`config.mk`:
```
export PLATFORM = sky130hd
export DESIGN_NAME = ertn_unit
export DESIGN_NICKNAME = d
export VERILOG_FILES = /design/src/rtl/ertn_unit.sv
export SDC_FILE = /design/constraint.sdc
export NUM_CORES = 1
export LEC_CHECK = 0
export ABC_AREA = 1
export CAP_MARGIN = 20
export CORE_MARGIN = 5
export CORE_UTILIZATION = 35
export CTS_CLUSTER_DIAMETER = 120
export DETAILED_ROUTE_END_ITERATION = 7
export PLACE_DENSITY = 0.79
export SETUP_SLACK_MARGIN = 0.15
export SLEW_MARGIN = 20
export SYNTH_ARGS = -nofsm -noshare
export SYNTH_HDL_FRONTEND = slang
export SYNTH_SLANG_ARGS = --single-unit
export TNS_END_PERCENT = 30
```
`constraint.sdc`:
```
create_clock -name clk -period 12.1 [get_ports clk]
set_input_delay 2.42 -clock clk [delete_from_list [all_inputs] [get_ports clk]]
set_output_delay 2.42 -clock clk [all_outputs]
set_load 0.05 [all_outputs]
```
`src/rtl/ertn_unit.sv`:
```
// Exception-return engine: drains memory, restores CRMD/LLBCTL/TLBRERA through
// the shared CSR write port, then redirects fetch to ERA or TLBRERA.
module ertn_unit #(
    parameter int          DRAIN_MAX   = 255,
    parameter logic [13:0] CSR_CRMD    = 14'h000,
    parameter logic [13:0] CSR_LLBCTL  = 14'h060,
    parameter logic [13:0] CSR_TLBRERA = 14'h08A
) (
    input  logic        clk,
    input  logic        reset,
    input  logic        ertn_valid,
    output logic        ertn_ready,
    input  logic        exc_req,
    input  logic        mem_idle,
    input  logic [31:0] csr_crmd,
    input  logic [31:0] csr_prmd,
    input  logic [31:0] csr_era,
    input  logic [31:0] csr_tlbrera,
    input  logic [31:0] csr_tlbrprmd,
    input  logic [31:0] csr_llbctl,
    output logic        flush,
    output logic        csr_we,
    output logic [13:0] csr_waddr,
    output logic [31:0] csr_wdata,
    output logic        llbit_clr,
    output logic        redirect_valid,
    output logic [31:0] redirect_pc,
    input  logic        redirect_ready,
    output logic        drain_timeout,
    output logic        busy
);

    localparam int CNT_W = (DRAIN_MAX < 2) ? 1 : $clog2(DRAIN_MAX + 1);
    localparam logic [CNT_W-1:0] CNT_MAX = CNT_W'(DRAIN_MAX);

    typedef enum logic [2:0] {
        S_IDLE,
        S_DRAIN,
        S_WR_CRMD,
        S_WR_LLB,
        S_WR_TLBR,
        S_REDIRECT
    } state_t;

    state_t           state, state_next;
    logic [CNT_W-1:0] drain_cnt;
    logic             accept;

    logic [31:0] crmd_q, prmd_q, era_q, tlbrera_q, tlbrprmd_q, llbctl_q;
    logic        tlbr_q;

    // Privilege level, IE and WE come back from PRMD; a TLB refill return
    // also forces mapped mode (DA=0, PG=1).
    function automatic logic [31:0] restore_crmd(input logic [31:0] crmd,
                                                 input logic [31:0] prmd,
                                                 input logic [31:0] tlbrprmd,
                                                 input logic        tlbr);
        logic [31:0] r;
        r = crmd;
        if (tlbr) begin
            r[2:0] = tlbrprmd[2:0];
            r[9]   = tlbrprmd[4];
            r[3]   = 1'b0;
            r[4]   = 1'b1;
        end else begin
            r[2:0] = prmd[2:0];
            r[9]   = prmd[3];
        end
        return r;
    endfunction

    function automatic logic [31:0] clear_bits(input logic [31:0] v, input logic [31:0] mask);
        return v & ~mask;
    endfunction

    assign accept = ertn_valid && (state == S_IDLE) && !exc_req;

    always_ff @(posedge clk) begin
        if (reset) begin
            state     <= S_IDLE;
            drain_cnt <= '0;
        end else begin
            state     <= state_next;
            drain_cnt <= (state == S_DRAIN) ? drain_cnt + 1'b1 : '0;
        end
    end

    // CSR snapshot taken at acceptance; these are data only and need no reset.
    always_ff @(posedge clk) begin
        if (accept) begin
            crmd_q     <= csr_crmd;
            prmd_q     <= csr_prmd;
            era_q      <= csr_era;
            tlbrera_q  <= csr_tlbrera;
            tlbrprmd_q <= csr_tlbrprmd;
            llbctl_q   <= csr_llbctl;
            tlbr_q     <= csr_tlbrera[0];
        end
    end

    always_comb begin
        state_next     = state;
        ertn_ready     = 1'b0;
        busy           = (state != S_IDLE);
        flush          = (state != S_IDLE);
        csr_we         = 1'b0;
        csr_waddr      = '0;
        csr_wdata      = '0;
        llbit_clr      = 1'b0;
        redirect_valid = 1'b0;
        redirect_pc    = '0;
        drain_timeout  = 1'b0;
        case (state)
            S_IDLE: begin
                ertn_ready = 1'b1;
                if (accept) state_next = S_DRAIN;
            end
            S_DRAIN: begin
                if (exc_req) begin
                    state_next = S_IDLE;
                end else if (mem_idle) begin
                    state_next = S_WR_CRMD;
                end else if (drain_cnt == CNT_MAX) begin
                    drain_timeout = 1'b1;
                    state_next    = S_WR_CRMD;
                end
            end
            S_WR_CRMD: begin
                csr_we     = 1'b1;
                csr_waddr  = CSR_CRMD;
                csr_wdata  = restore_crmd(crmd_q, prmd_q, tlbrprmd_q, tlbr_q);
                state_next = S_WR_LLB;
            end
            S_WR_LLB: begin
                csr_we     = 1'b1;
                csr_waddr  = CSR_LLBCTL;
                csr_wdata  = clear_bits(llbctl_q, 32'h4);
                llbit_clr  = !llbctl_q[2];
                state_next = tlbr_q ? S_WR_TLBR : S_REDIRECT;
            end
            S_WR_TLBR: begin
                csr_we     = 1'b1;
                csr_waddr  = CSR_TLBRERA;
                csr_wdata  = clear_bits(tlbrera_q, 32'h1);
                state_next = S_REDIRECT;
            end
            S_REDIRECT: begin
                redirect_valid = 1'b1;
                redirect_pc    = clear_bits(tlbr_q ? tlbrera_q : era_q, 32'h3);
                if (redirect_ready) state_next = S_IDLE;
            end
            default: state_next = S_IDLE;
        endcase
    end

endmodule

```
==> metrics.yaml, run 1 <==
status: "complete, no violations"
dr.pass1.iters: 4
grt_max_degree: 78
fin_hold_ws_ps: 458.6
slew_headroom_pct: 34.97
holdCritPathClass: "register to register"
cts.sinks: 141
antennaDiodeCount: 0
postCtsHoldBufs: 0
setup_viol: 0
grt_pass1_wl_um: 22890
worstPathMaxFanout: 5
combPwrFrac_pct: 8.6
cp-start-kind: "input port"
swShare_pct: 22.58
syn_inst: 469
p_sw_mw: 0.2673
clk_path_buf_depth: 2
worstPathArrival_ps: 4100
slew_viol_final: 0
first_global_vias: 4326
p_seq_share_pct: 48.0
cts.clk_slew.worst_paths_ps: 60
yosysSeqAreaShare_pct: 73.97
dpl_cell_area_mm2: 0.007848
cts_tree: "yes"
num_vias: 4217
wl_per_cell_um: 16.64
power.internal_mw: 0.9167
start_util_pct: 35.35
rows: 46
gp_congestion: 0.7408
antenna_left: 0
final_common_cell: "clkdlybuf4s50_1"
post-cts-setup-buffer-count: 0
dp_slack_ps: 5586
synth.avg_cell_area_um2: 11.89
final_nets: 878
numCtsBuffers: 17
dp_hpwl_um: 10330
numPortBuffers: 209
fmaxAchievable_ghz: 0.1535
yosysWarnings: 0
clk_latency_ps: 420
grtUsageTotal_pct: 16.61
areaGrowthSynthToFinish_pct: 51.23
layout-drive-gt1-share_pct: 6.503
coreArea_mm2: 0.01577
ios: 283
synth-seq-cells: 141
power_leakage_nw: 2.988
p_clk_share_pct: 43.4
remaining_drc_errors: 0
synth.distinct_cells: 25
fin_worst_skew_ps: 8.777
period_minus_slack_ps: 6515
worst_slew_pin_slew_ps: 975.5
die_area_mm2: 0.01855
critPathKind: "input port to output port"
drtIter0Drc: 165
die_h_um: 136.2
worst_ir_drop_vdd_mv: 0.08662
cts-resized-gates: 0
clockRootBuffer: "clkbuf_16"
required_ps: 9680
htree_levels: 4
crit_path_end_kind: "output port"
final-hold-violation-count: 0
rsz0062_at_grt: "no"
fin_ws_ps: 5585
vias_per_cell: 4.644
final_cell_mix: "clkdlybuf4s50_1 (209), nand2_1 (158), edfxtp_1 (130), nand3_1 (41), a21oi_1 (34)"
setup_tns_ps: 0
wl_um: 15110
die_w_um: 136.2
drv_cap: 0
fin_crit_sh_pct: 53.84
grt_overflow_total: 0
powerDensity_mw_per_mm2: 140.4
antenna_found_initial: 0
syn_area_mm2: 0.005575
finalInstanceArea_mm2: 0.008432
==> synth_stat cells <==
master	count	area share, %
ha_1	1	0.22
dfxtp_1	11	3.9
clkbuf_1	9	0.61
nand3_1	42	3.8
buf_1	1	0.067
buf_4	15	2.0
nor4_1	1	0.11
nor3_1	2	0.18
o21a_1	1	0.13
a21oi_1	34	3.1
inv_2	3	0.20
or2_2	2	0.22
o31ai_1	2	0.27
nand2_1	158	11
inv_1	11	0.74
edfxtp_1	130	70
conb_1	1	0.067
o211ai_1	2	0.27
o21ai_0	6	0.54
nor2_2	1	0.11
nor3_2	1	0.18
nor2_1	24	1.6
clkinv_1	1	0.067
nor3b_1	1	0.13
buf_2	9	0.81
==> worst paths after layout <==
| check | from | endpoint | slack (ps) | cells after the start |
|---|---|---|---|---|
| max | exc_req | drain_timeout | 5580 | 3 |
| min reg2reg | drain_cnt[0] | drain_cnt[0] | 460 | 1 |
| max reg2reg | state[0] | crmd_q[20] | 9360 | 5 |
| min | drain_cnt[0] | drain_cnt[0] | 460 | 1 |
==> cell type report <==
type                            instances  area [µm²]
Multi-Input combinational cell        289        1260
Fill cell                            1353        7338
Sequential cell                       141        4124
Timing Repair Buffer                  215        2137
Inverter                               15       56.30
Tap cell                              216       270.3
Clock inverter                         15       158.9
Clock buffer                           17       425.4
==> critical path, cell delays in order <==
cell and delay, ps:
clkdlybuf4s50_1 510, nor4_1 310, clkdlybuf4s50_1 850
==> cell families (layout without fill, tap and decap cells) <==
kind of cell,count (synthesis),in the layout,synth area share [%]
simple gates,232,232,16.97
other cells,1,11,0.06726
fa+ha+maj,1,1,0.2244
buf+inv,49,262,4.511
compound gates,45,45,4.264
flops,141,141,73.97
==> flip-flops by register name, summed over array words and instances, names as in the netlist <==
signal and flops:
llbctl_q 32, tlbrera_q 32, era_q 30, crmd_q 28
drain_cnt 8, prmd_q 4, tlbrprmd_q 4, state 3
==> per-stage QoR <==
step	total power, mW	util [%]	instances
5_1_grt	1.229	53.47	908
3_3_place_gp	0.6782	49.76	876
4_1_cts	1.200	53.47	908
3_5_place_dp	0.6813	49.76	876
2_1_floorplan	0.6258	-	479
6_report	1.184	53.47	908
==> metal layers <==
metal	up-vias	track usage, %	share of wire (%)
met4	0	5.207	1.3
met3	20	7.217	10
met5	-	0	0
met2	180	28.43	51
li1	2020	-	-
met1	1997	18.73	38
==> power groups by stage <==
stage                     clock, mW  combinational (mW)  sequential, mW
after CTS                     0.529               0.103           0.568
after floorplan                   0              0.0456           0.580
after global placement            0               0.101           0.578
final                         0.514               0.102           0.568
after global routing          0.550               0.109           0.570
after detailed placement          0               0.103           0.579
Note: power is estimated with default switching activity, not from simulation.
==> run 2, diff against run 1 <==
- PLACE_DENSITY: 0.79 -> 0.76
- clock period: 12.1 -> 6.4 ns (I/O delays scaled with it)
==> metrics.yaml, run 2 (synthesis gave the netlist of run 1 again) <==
worst_slew_pin_slew_ps: 922.8  # -52.64 ps
drtIter0Drc: 213  # +29%
cts.clk_slew.worst_paths_ps: 60  # about the same
cts_tree: "yes"
finalInstanceArea_mm2: 0.008434  # about the same
antennaDiodeCount: 0  # unchanged
ios: 283  # unchanged
dp_hpwl_um: 10070  # -2.5%
slew_viol_final: 0  # unchanged
final-hold-violation-count: 0  # unchanged
rows: 46  # unchanged
place_inst: 876  # unchanged
postCtsHoldBufs: 0  # unchanged
die_h_um: 136.2  # unchanged
fillers: 1354  # +0.074%
antenna_found_initial: 0  # unchanged
r2r_cells: 8  # +3
powerDensity_mw_per_mm2: 265.2  # +89%
holdCritPathClass: "register to register"
first_global_vias: 4194  # -3.1%
setup_tns_ps: 0  # unchanged
status: "complete, no violations"
min_from: "drain_cnt[0]"
grt_max_degree: 75  # -3.8%
wl_um: 14680  # -2.9%
critPathKind: "register to output port"
clk_latency_ps: 410  # about the same
final_nets: 878  # unchanged
worst_ir_drop_vdd_mv: 0.1659  # +92%
multi_input_area_mm2: 0.001260  # unchanged
finalPower_mw: 2.237  # +89%
vias_per_cell: 4.568  # -1.6%
dp_slack_ps: 1930  # -3656 ps
numPortBuffers: 209  # unchanged
post-cts-setup-buffer-count: 0  # unchanged
die_area_mm2: 0.01855  # unchanged
final_common_cell: "clkdlybuf4s50_1"
fin_ws_ps: 1586  # -3999 ps
required_ps: 5120  # -4560 ps
grt_pass1_wl_um: 21620  # -5.5%
final_cell_mix: "clkdlybuf4s50_1 (209), nand2_1 (158), edfxtp_1 (130), nand3_1 (41), a21oi_1 (34)"
final_cells: 908  # unchanged
die_w_um: 136.2  # unchanged
setup_viol: 0  # unchanged
cts-resized-gates: 0  # unchanged
grt_overflow_total: 0  # unchanged
coreArea_mm2: 0.01577  # unchanged
num_vias: 4148  # -1.6%
power_leakage_nw: 2.994  # +0.20%
slew_headroom_pct: 38.48  # +3.5 points
dpl_cell_area_mm2: 0.007848  # unchanged
gp_congestion: 0.7461  # +0.72%
worstPathArrival_ps: 3530  # -570 ps
dr.pass1.iters: 7  # +3
fin_util_pct: 53.48  # about the same
antenna_left: 0  # unchanged
start_util_pct: 35.35  # unchanged
fmaxAchievable_ghz: 0.2077
regToRegEndpoint: "state[0]"
hold_depth: 1  # unchanged
layout-drive-gt1-share_pct: 6.647  # +0.14 points
cp-start-kind: "register"
reg_top3: "llbctl_q x32, tlbrera_q x32, era_q x30"
wl_per_cell_um: 16.16  # -2.9%
clk_path_buf_depth: 2  # unchanged
fin_hold_ws_ps: 451.0  # -7.583 ps
regToRegStartpoint: "tlbrera_q[0]"
min_to: "drain_cnt[0]"
numCtsBuffers: 17  # unchanged
rsz0062_at_grt: "no"
remaining_drc_errors: 0  # unchanged
areaGrowthSynthToFinish_pct: 51.28  # about the same
worstPathMaxFanout: 36  # +31
regArea_mm2: 0.004124  # unchanged
htree_levels: 4  # unchanged
grtUsageTotal_pct: 15.53  # -1.1 points
fin_worst_skew_ps: 5.631  # -3.146 ps
cts.sinks: 141  # unchanged
crit_path_end_kind: "output port"
drv_cap: 0  # unchanged
period_minus_slack_ps: 4814
r2r_setup_slack_ps: 4050  # -5310 ps
clockRootBuffer: "clkbuf_16"
fin_crit_sh_pct: 75.21
run 2: where the power goes:
group | total [mW] | switching, mW | internal [mW] | leakage (nW)
sequential | 1.07 | 0.0141 | 1.06 | 1.30
clock | 0.971 | 0.390 | 0.580 | 0.284
combinational | 0.191 | 0.0981 | 0.0933 | 1.41
total | 2.24 | 0.503 | 1.73 | 2.99
run 2: layer usage:
metal	vias to the layer above	track usage, %	routed length, µm
met2	161	27.60	7475
met5	-	0	0
met1	1957	16.81	5686
met4	0	4.423	138
met3	14	6.736	1376
li1	2016	-	-
run 2: cell type report:
type,instances,area share [%]
Clock buffer,17,5.044
Clock inverter,15,1.914
Inverter,15,0.6676
Multi-Input combinational cell,289,14.94
Sequential cell,141,48.89
Tap cell,216,3.204
Timing Repair Buffer,215,25.34
run 2: worst max-delay path by stage:
stage	cells after the start	end	startpoint	slack [ps]
floorplan	2	crmd_q[10]	ertn_valid	1510
global placement	6	csr_wdata[1]	tlbrera_q[0]	1900
detailed placement	6	csr_wdata[1]	tlbrera_q[0]	1930
CTS	6	csr_wdata[1]	tlbrera_q[0]	1480
global route	6	csr_wdata[1]	tlbrera_q[0]	1350
finish	6	csr_wdata[1]	tlbrera_q[0]	1590
run 2: worst max-delay path, cell delays in order, from the launching register on:
cell             delay (ps)
edfxtp_1                320
buf_4                   400
clkinv_1                860
or2_2                   590
o211ai_1                 90
nand3_1                 100
clkdlybuf4s50_1         750
